[config.mk]
export PLATFORM = sky130hd
export DESIGN_NAME = qm_icache_fill
export DESIGN_NICKNAME = d
export VERILOG_FILES = /design/src/rtl/qm_icache_pkg.sv /design/src/rtl/qm_icache_fill.sv
export SDC_FILE = /design/constraint.sdc
export NUM_CORES = 1
export LEC_CHECK = 0
export CORE_ASPECT_RATIO = 1.5
export CORE_MARGIN = 2
export CORE_UTILIZATION = 37
export CTS_BUF_LIST = sky130_fd_sc_hd__clkbuf_4 sky130_fd_sc_hd__clkbuf_8
export CTS_CLUSTER_DIAMETER = 100
export DETAILED_ROUTE_END_ITERATION = 7
export PLACE_DENSITY_LB_ADDON = 0.1
export SLEW_MARGIN = 20
export SYNTH_ARGS = -nofsm -noshare
export SYNTH_HDL_FRONTEND = slang
export SYNTH_SLANG_ARGS = --single-unit
[constraint.sdc]
create_clock -name clk -period 2.02 [get_ports clk]
set_input_delay 0.404 -clock clk [delete_from_list [all_inputs] [get_ports clk]]
set_output_delay 0.404 -clock clk [all_outputs]
set_load 0.02 [all_outputs]
[src/rtl/qm_icache_pkg.sv]
// qm_icache_pkg: widths, line field offsets and fill FSM states shared by the icache fill path.
package qm_icache_pkg;
   localparam int TAG_W     = 16;
   localparam int INDEX_W   = 12;
   localparam int LINE_W    = 145;
   localparam int VALID_BIT = 144;
   localparam int TAG_HI    = 143;
   localparam int TAG_LO    = 128;
   typedef enum logic [1:0] {S_IDLE, S_FETCH, S_WRITE, S_DONE} fill_state_e;
endpackage

[src/rtl/qm_icache_fill.sv]
// qm_icache_fill: refills one 4-word icache line from memory in fixed word order 0..3,
// then writes {valid, tag, w3..w0} to the cache; a bus error drops the fill.
module qm_icache_fill #(
   parameter int TAG_W   = qm_icache_pkg::TAG_W,
   parameter int INDEX_W = qm_icache_pkg::INDEX_W,
   parameter int LINE_W  = qm_icache_pkg::LINE_W
) (
   input  logic               clk,
   input  logic               reset,
   input  logic               miss_req,
   input  logic [31:0]        miss_addr,
   input  logic               valid_bit,
   output logic               mem_req,
   output logic [31:0]        mem_addr,
   input  logic               mem_ack,
   input  logic               mem_err,
   input  logic [31:0]        mem_rdata,
   output logic               line_we,
   output logic [INDEX_W-1:0] line_index,
   output logic [LINE_W-1:0]  line_data,
   output logic               busy,
   output logic               fill_done,
   output logic               fill_err
);
   import qm_icache_pkg::*;

   fill_state_e        state_q, state_d;
   logic [TAG_W-1:0]   tag_q;
   logic [INDEX_W-1:0] index_q;
   logic [1:0]         cnt_q, cnt_d;
   logic [3:0][31:0]   words_q;
   logic               fill_err_q, fill_err_d;
   logic               fetch, word_ok;

   always_ff @(posedge clk) begin
      if (reset) state_q <= S_IDLE;
      else       state_q <= state_d;
   end

   // mem_err wins over mem_ack in the same cycle
   always_comb begin
      state_d = state_q;
      case (state_q)
         S_IDLE:  state_d = miss_req ? S_FETCH : S_IDLE;
         S_FETCH: state_d = mem_err ? S_IDLE : (mem_ack && cnt_q == 2'd3) ? S_WRITE : S_FETCH;
         S_WRITE: state_d = S_DONE;
         default: state_d = S_IDLE;
      endcase
   end

   always_comb begin
      mem_req    = state_q == S_FETCH;
      line_we    = state_q == S_WRITE;
      fill_done  = state_q == S_DONE;
      busy       = state_q != S_IDLE;
      fill_err   = fill_err_q;
      mem_addr   = {tag_q, index_q, cnt_q, 2'b00};
      line_index = index_q;
      line_data  = {valid_bit, tag_q, words_q};
   end

   always_comb begin
      fetch      = state_q == S_FETCH;
      word_ok    = fetch && mem_ack && !mem_err;
      cnt_d      = (state_q == S_IDLE) ? 2'd0 : word_ok ? cnt_q + 2'd1 : cnt_q;
      fill_err_d = fetch && mem_err;
   end

   always_ff @(posedge clk) begin
      if (reset) begin
         cnt_q      <= 2'd0;
         fill_err_q <= 1'b0;
      end else begin
         cnt_q      <= cnt_d;
         fill_err_q <= fill_err_d;
      end
   end

   // partial words left behind by an aborted fill are simply overwritten by the next one
   always_ff @(posedge clk) begin
      if (state_q == S_IDLE && miss_req) begin
         tag_q   <= miss_addr[31 -: TAG_W];
         index_q <= miss_addr[4 +: INDEX_W];
      end
      if (word_ok) words_q[cnt_q] <= mem_rdata;
   end
endmodule

# Word level (Yosys, flattened, before mapping)
# Index checks and enable logic that the tools add are counted.
# word_totals
elab_cells,33
out_inout_bits,194
register_bits,161
# classes
n_lt_le_gt_ge,2
n_reduce_logical,10
add_sub_neg,1
n_mux,7
n_eq_ne,4
# ops
operator,count
$bwmux 128,1
$demux 32 s2,1
$mux 32,1
$eq 2x2->1 const B,3
$logic_and 1x1->1,6
$pmux 2 s3,1
$mux 2,2
$lt 2x3->1 const B,1
$add 2x1->2 const B,1
$eq 2x1->1 const B,1
$ge 2x1->1 const B,1
$logic_not 2->1,1
$reduce_bool 2->1,1
$reduce_or 2->1,1
$logic_not 1->1,1
$mux 1,1

# Depth between registers and ports, before layout
# Gate-level depths: netlist of run 1.
# depth
word_depth,5
mapped_depth,4
mapped_depth_nobuf,4

# Least setup slack after synthesis of run 1
# OpenSTA, ideal clock, no wires.
# synth_timing
path_type,input port to flip-flop
startpoint,in mem_err
endpoint,"reg words_q, in the netlist line_data[64] (enable)"
required_time_ns,1.628
stages,3
setup_time_ns,0.392
setup_slack_ns,-0.005
arrival_time_ns,1.633
path_cell_list,and4bb_2 clkbuf_4 and2_1
# synth_between
elab_chain_cells,2
# synth_lines
item,line_no,text
from (decl),qm_icache_fill.sv:16,"input logic mem_err,"
$logic_not 1->1,qm_icache_fill.sv:64,word_ok = fetch && mem_ack && !mem_err;
$logic_and 1x1->1,qm_icache_fill.sv:64,
"to (signal, indexed assignment)",qm_icache_fill.sv:85,if (word_ok) words_q[cnt_q] <= mem_rdata;
to (decl),qm_icache_fill.sv:31,logic [3:0][31:0] words_q;
# Every way passes these cells.
# A chain may end at the register's enable or synchronous reset.

# Final worst setup path of run 1
# layout_timing
startpoint,reg cnt_q[0]
endpoint,out mem_addr[2]
# layout_rtl
item,line_no,text
from (decl),qm_icache_fill.sv:30,"logic [1:0] cnt_q, cnt_d;"
from (signal assigned),qm_icache_fill.sv:74,cnt_q <= cnt_d;
to (decl),qm_icache_fill.sv:14,"output logic [31:0] mem_addr,"
# No word-level cell between the ends.

==> impl_metrics.yaml, run 1 <==
layout:
  final_common_cell: "clkdlybuf4s50_1"
  stdcell_count: 653
  mostFrequentLayoutCells: "clkdlybuf4s50_1 (251), edfxtp_1 (156), clkbuf_8 (17), buf_12 (10), dfxtp_1 (5)"
  seqCellArea_um2: 4780
  n_antenna_cell: 0
  layout.nets: 549
  drive_gt1_frac: 0.0963
  multi_input_area_um2: 200
  fillerInstances: 1096
  finish.instance_area_um2: 8340
  area_growth_pct: 59.7
run_status:
  status: "complete, no violations"
drt:
  finalWirelength_mm: 12.0
  drt-pass1-iter-count: 5
  dr_total_vias: 2876
  via_per_inst: 4.40
  wire_per_inst_um: 18.4
  drtIter0Drc: 111
  ant_nets: 0
  drc: 0
critical_path:
  path_class: "reg -> out"
  crit_cells: 1
  r2r_cells: 3
  reg2reg_from: "state_q[0]"
  cp_cell_sequence: "clkdlybuf4s50_1"
  crit_fanout: 5
  path_buf_inv: 1
  cp.arrival_ns: 1.52
  end_kind: "primary output"
  critPathTopFamily: "buffers and inverters"
  cpMaxStageDelayCell: "clkdlybuf4s50_1"
  crit_start: "cnt_q[0]"
  critPathLaunchType: "flop"
  max_stage_delay_ns: 0.65
  worstPathRequired_ns: 1.62
sta:
  rsz0062_at_grt: "false"
  fin_crit_ns: 1.92
  tns_ns: 0
  final-setup-viol-count: 0
  fin_worst_skew_ns: 0.0122
  hold_violations: 0
  clock.fmax_mhz: 520
  post-route-period-util: 0.953
  drv_slew: 0
global_routing:
  antenna_found_initial: 0
  grt_max_degree: 29
  gr-usage-all-layers: 0.157
  grt_overflow: 0
  grt_pass1_wl_mm: 16.9
  grt_pass1_vias: 2872
pwr:
  leakage_nw: 2.85
  vdd_drop_max_v: 0.000424
  powerDensity_nw_per_um2: 775
  total_power_mw: 6.47
synthesis:
  synth_seq_cells: 161
  ys_seq_area_frac: 0.916
  synthesis.area_um2: 5230
  syn_inst: 221
  yosys.cell_types.count: 19
  yosys_warnings: 0
  postSynthAreaPerCell_um2: 23.6
min_path:
  holdCritPathClass: "in -> reg"
  hold_start: "miss_addr[28]"
  whs_path_depth: 1
clock_tree:
  clk_pin_slew_worst_paths_ns: 0.08
  cts_setup_buffers: 0
  clk_path_buf_depth: 2
  cts_tree: "built"
  htreeDepth: 4
  clock_latency_ns: 0.42
  cts.sinks: 161
  clock-root-buffer: "clkbuf_8"
  cts_buffers: 17
floorplan:
  io_pins: 264
  die_h_um: 150
  die_w_um: 101
  die_area_um2: 15100
  fp.coreArea_um2: 13900
  num_rows: 53
  start_util: 0.375
place:
  placed_cell_area_um2: 7960
  port_buffers: 255
  gp_congestion: 0.726
  dp.cells: 621
  dpl.hpwl_mm: 8.96
run:
  maxCapViolCount: 0
## worst paths after layout
check,slack [ns],to
max,0.1,mem_addr[2]
max reg2reg,0.54,line_data[7]
min reg2reg,0.59,state_q[0]
min,0.53,tag_q[12]
## flip-flops by register name (all words and copies together), names as in the netlist
name / flops
cnt_q: 2
fill_err: 1
line_data: 128
line_index: 12
state_q: 2
tag_q: 16
## per-layer routing
metal	global-route usage	wire (um)	vias up
met3	0.0509	982	16
li1	-	-	1323
met2	0.288	6640	159
met5	0	0	-
met1	0.162	4140	1378
met4	0.0642	243	0
## power by group
group	internal, mW	switching (mW)	total (mW)
combinational	0.260	0.215	0.475
clock	1.13	1.13	2.25
sequential	3.72	0.0231	3.74
total	5.10	1.36	6.47
## Yosys cell counts
library cell | n | share of area
a211o_1 | 1 | 0.0017
a211oi_1 | 1 | 0.0014
a21oi_1 | 1 | 0.00096
and2_1 | 6 | 0.0072
and2b_1 | 1 | 0.0014
and3b_1 | 1 | 0.0017
and4bb_2 | 1 | 0.0024
buf_4 | 31 | 0.045
clkbuf_4 | 1 | 0.0014
conb_1 | 1 | 0.00072
dfxtp_1 | 5 | 0.019
edfxtp_1 | 156 | 0.90
ha_1 | 4 | 0.0096
inv_1 | 3 | 0.0022
mux2i_1 | 1 | 0.0019
nor2_1 | 2 | 0.0014
nor2b_1 | 1 | 0.0012
nor3_1 | 3 | 0.0029
xnor2_1 | 1 | 0.0017
## through the flow
stage | setup WS (ns) | hold slack [ns] | utilization
after floorplan | 0.327 | 0.476 | -
after global placement | 0.0590 | 0.525 | 0.572
after detailed placement | 0.0651 | 0.557 | 0.572
after CTS | 0.0647 | 0.490 | 0.599
after global routing | 0.0397 | 0.494 | 0.599
final | 0.0958 | 0.527 | 0.599
## logic make-up (layout without fill, tap and decap cells)
kind of cell / Yosys count / after routing / synth area share
AO/OA/AOI/OAI: 3 / 3 / 0.00407
XOR/XNOR: 1 / 1 / 0.00168
adder cells (fa/ha/maj): 4 / 4 / 0.00958
buffers and inverters: 35 / 301 / 0.0481
flip-flops: 161 / 161 / 0.916
multiplexers: 1 / 1 / 0.00192
other: 1 / 2 / 0.000718
AND/OR/NAND/NOR: 15 / 15 / 0.0182
## final cells by class
type / count / share of cell area
clock buffer: 19 / 0.0298
clock inverter: 13 / 0.0162
inverter: 3 / 0.00135
multi-input combinational: 26 / 0.0240
sequential: 161 / 0.574
tap: 165 / 0.0247
timing repair buffer: 266 / 0.330
## timing repair
item,4_1_cts,5_1_grt
setup endpoints to repair,4,0
endpoints found under the hold margin,0,0
hold buffers,0,0
gates resized for setup,5,0
(Power assumes the default switching activity.)
==> inputs of run 2 (changes only) <==
--- a/config.mk
+++ b/config.mk
@@ -11,6 +11,7 @@
 export CTS_BUF_LIST = sky130_fd_sc_hd__clkbuf_4 sky130_fd_sc_hd__clkbuf_8
 export CTS_CLUSTER_DIAMETER = 100
 export DETAILED_ROUTE_END_ITERATION = 7
+export MAX_ROUTING_LAYER = met4
 export PLACE_DENSITY_LB_ADDON = 0.1
 export SLEW_MARGIN = 20
 export SYNTH_ARGS = -nofsm -noshare
==> impl_metrics.yaml, run 2 (synthesis gave the netlist of run 1 again) <==
place:
  port_buffers: 255
  gp_congestion: 0.734
  dp_slack_ns: 0.0651
  dpl.hpwl_mm: 8.96
layout:
  fin_util: 0.599
  n_antenna_cell: 0
  area_growth_pct: 59.7
  drive_gt1_frac: 0.0963
  layout.nets: 549
  mostFrequentLayoutCells: "clkdlybuf4s50_1 (251), edfxtp_1 (156), clkbuf_8 (17), buf_12 (10), dfxtp_1 (5)"
  final_common_cell: "clkdlybuf4s50_1"
  largest_reg_flops: 128
global_routing:
  grt_overflow: 0
  grt_pass1_vias: 2885
  antenna_found_initial: 0
  grt_max_degree: 29
  grt_pass1_wl_mm: 16.9
  gr-usage-all-layers: 0.162
clock_tree:
  clk_pin_slew_worst_paths_ns: 0.08
  clock_latency_ns: 0.43
  clock-root-buffer: "clkbuf_8"
  cts_tree: "built"
  cts_buffers: 17
  cts.sinks: 161
  htreeDepth: 4
  clk_path_buf_depth: 2
sta:
  final-setup-viol-count: 0
  fin_crit_ns: 1.92
  layout_setup_ws_ns: 0.0956
  post-route-period-util: 0.953
  fin_worst_skew_ns: 0.0115
  hold_violations: 0
  tns_ns: 0
  drv_slew: 0
  clock.fmax_mhz: 520
  rsz0062_at_grt: "false"
  holdWs_ns: 0.526
drt:
  drc: 0
  drt-pass1-iter-count: 5
  dr_total_vias: 2890
  ant_nets: 0
  via_per_inst: 4.43
  finalWirelength_mm: 12.0
  drtIter0Drc: 112
  wire_per_inst_um: 18.4
floorplan:
  die_h_um: 150
  num_rows: 53
  die_area_um2: 15100
  fp.coreArea_um2: 13900
  start_util: 0.375
  io_pins: 264
  die_w_um: 101
pwr:
  total_power_mw: 6.47
  leakage_nw: 2.85
  powerDensity_nw_per_um2: 776
  vdd_drop_max_v: 0.000423
critical_path:
  max_stage_delay_ns: 0.65
  cp.arrival_ns: 1.52
  cpMaxStageDelayCell: "clkdlybuf4s50_1"
  critPathTopFamily: "buffers and inverters"
  cp_cell_sequence: "clkdlybuf4s50_1"
  critPathLaunchType: "flop"
  path_class: "reg -> out"
  path_buf_inv: 1
  crit_fanout: 5
  worstPathRequired_ns: 1.62
  end_kind: "primary output"
min_path:
  holdCritPathClass: "in -> reg"
run:
  maxCapViolCount: 0
run_status:
  status: "complete, no violations"
-- run 2: where the power goes --
group / total, mW / switching [mW] / internal [mW] / leakage, nW
Clock: 2.26 / 1.13 / 1.13 / 0.189
Sequential: 3.74 / 0.0231 / 3.72 / 1.46
Combinational: 0.475 / 0.215 / 0.260 / 1.20
-- run 2: per-layer routing --
| metal | share of wire | routed length, um | track usage | vias to the layer above |
|---|---|---|---|---|
| li1 | - | - | - | 1325 |
| met1 | 0.36 | 4340 | 0.171 | 1395 |
| met2 | 0.55 | 6630 | 0.288 | 155 |
| met3 | 0.068 | 813 | 0.0402 | 15 |
| met4 | 0.020 | 244 | 0.0642 | 0 |
| met5 | 0 | 0 | - | - |
-- run 2: stage by stage --
stage	instance area, um2	cells
global route	8340	653
detailed placement	7960	621
global placement	7960	621
CTS	8340	653
finish	8340	653
floorplan	5230	222
-- run 2: repair_timing --
action,CTS,global route
setup buffers,0,0
setup endpoints to repair,4,0
gates resized for setup,5,0
hold buffers,0,0
-- run 2: path summary, 6_finish.rpt --
kind                 startpoint      endpoint  slack (ns)  cells past startpoint
setup reg to reg     state_q[0]  line_data[7]        0.54                      3
hold reg to reg      state_q[0]    state_q[0]        0.59                      1
hold / removal    miss_addr[28]     tag_q[12]        0.53                      1
setup / recovery       cnt_q[0]   mem_addr[2]         0.1                      1
-- run 2: cell type report --
class / instances / area, um2
Clock buffer: 19 / 249
Clock inverter: 13 / 135
Fill cell: 1096 / 5580
Inverter: 3 / 11.3
Multi-Input combinational cell: 26 / 200
Sequential cell: 161 / 4780
Tap cell: 165 / 206
Timing Repair Buffer: 266 / 2760
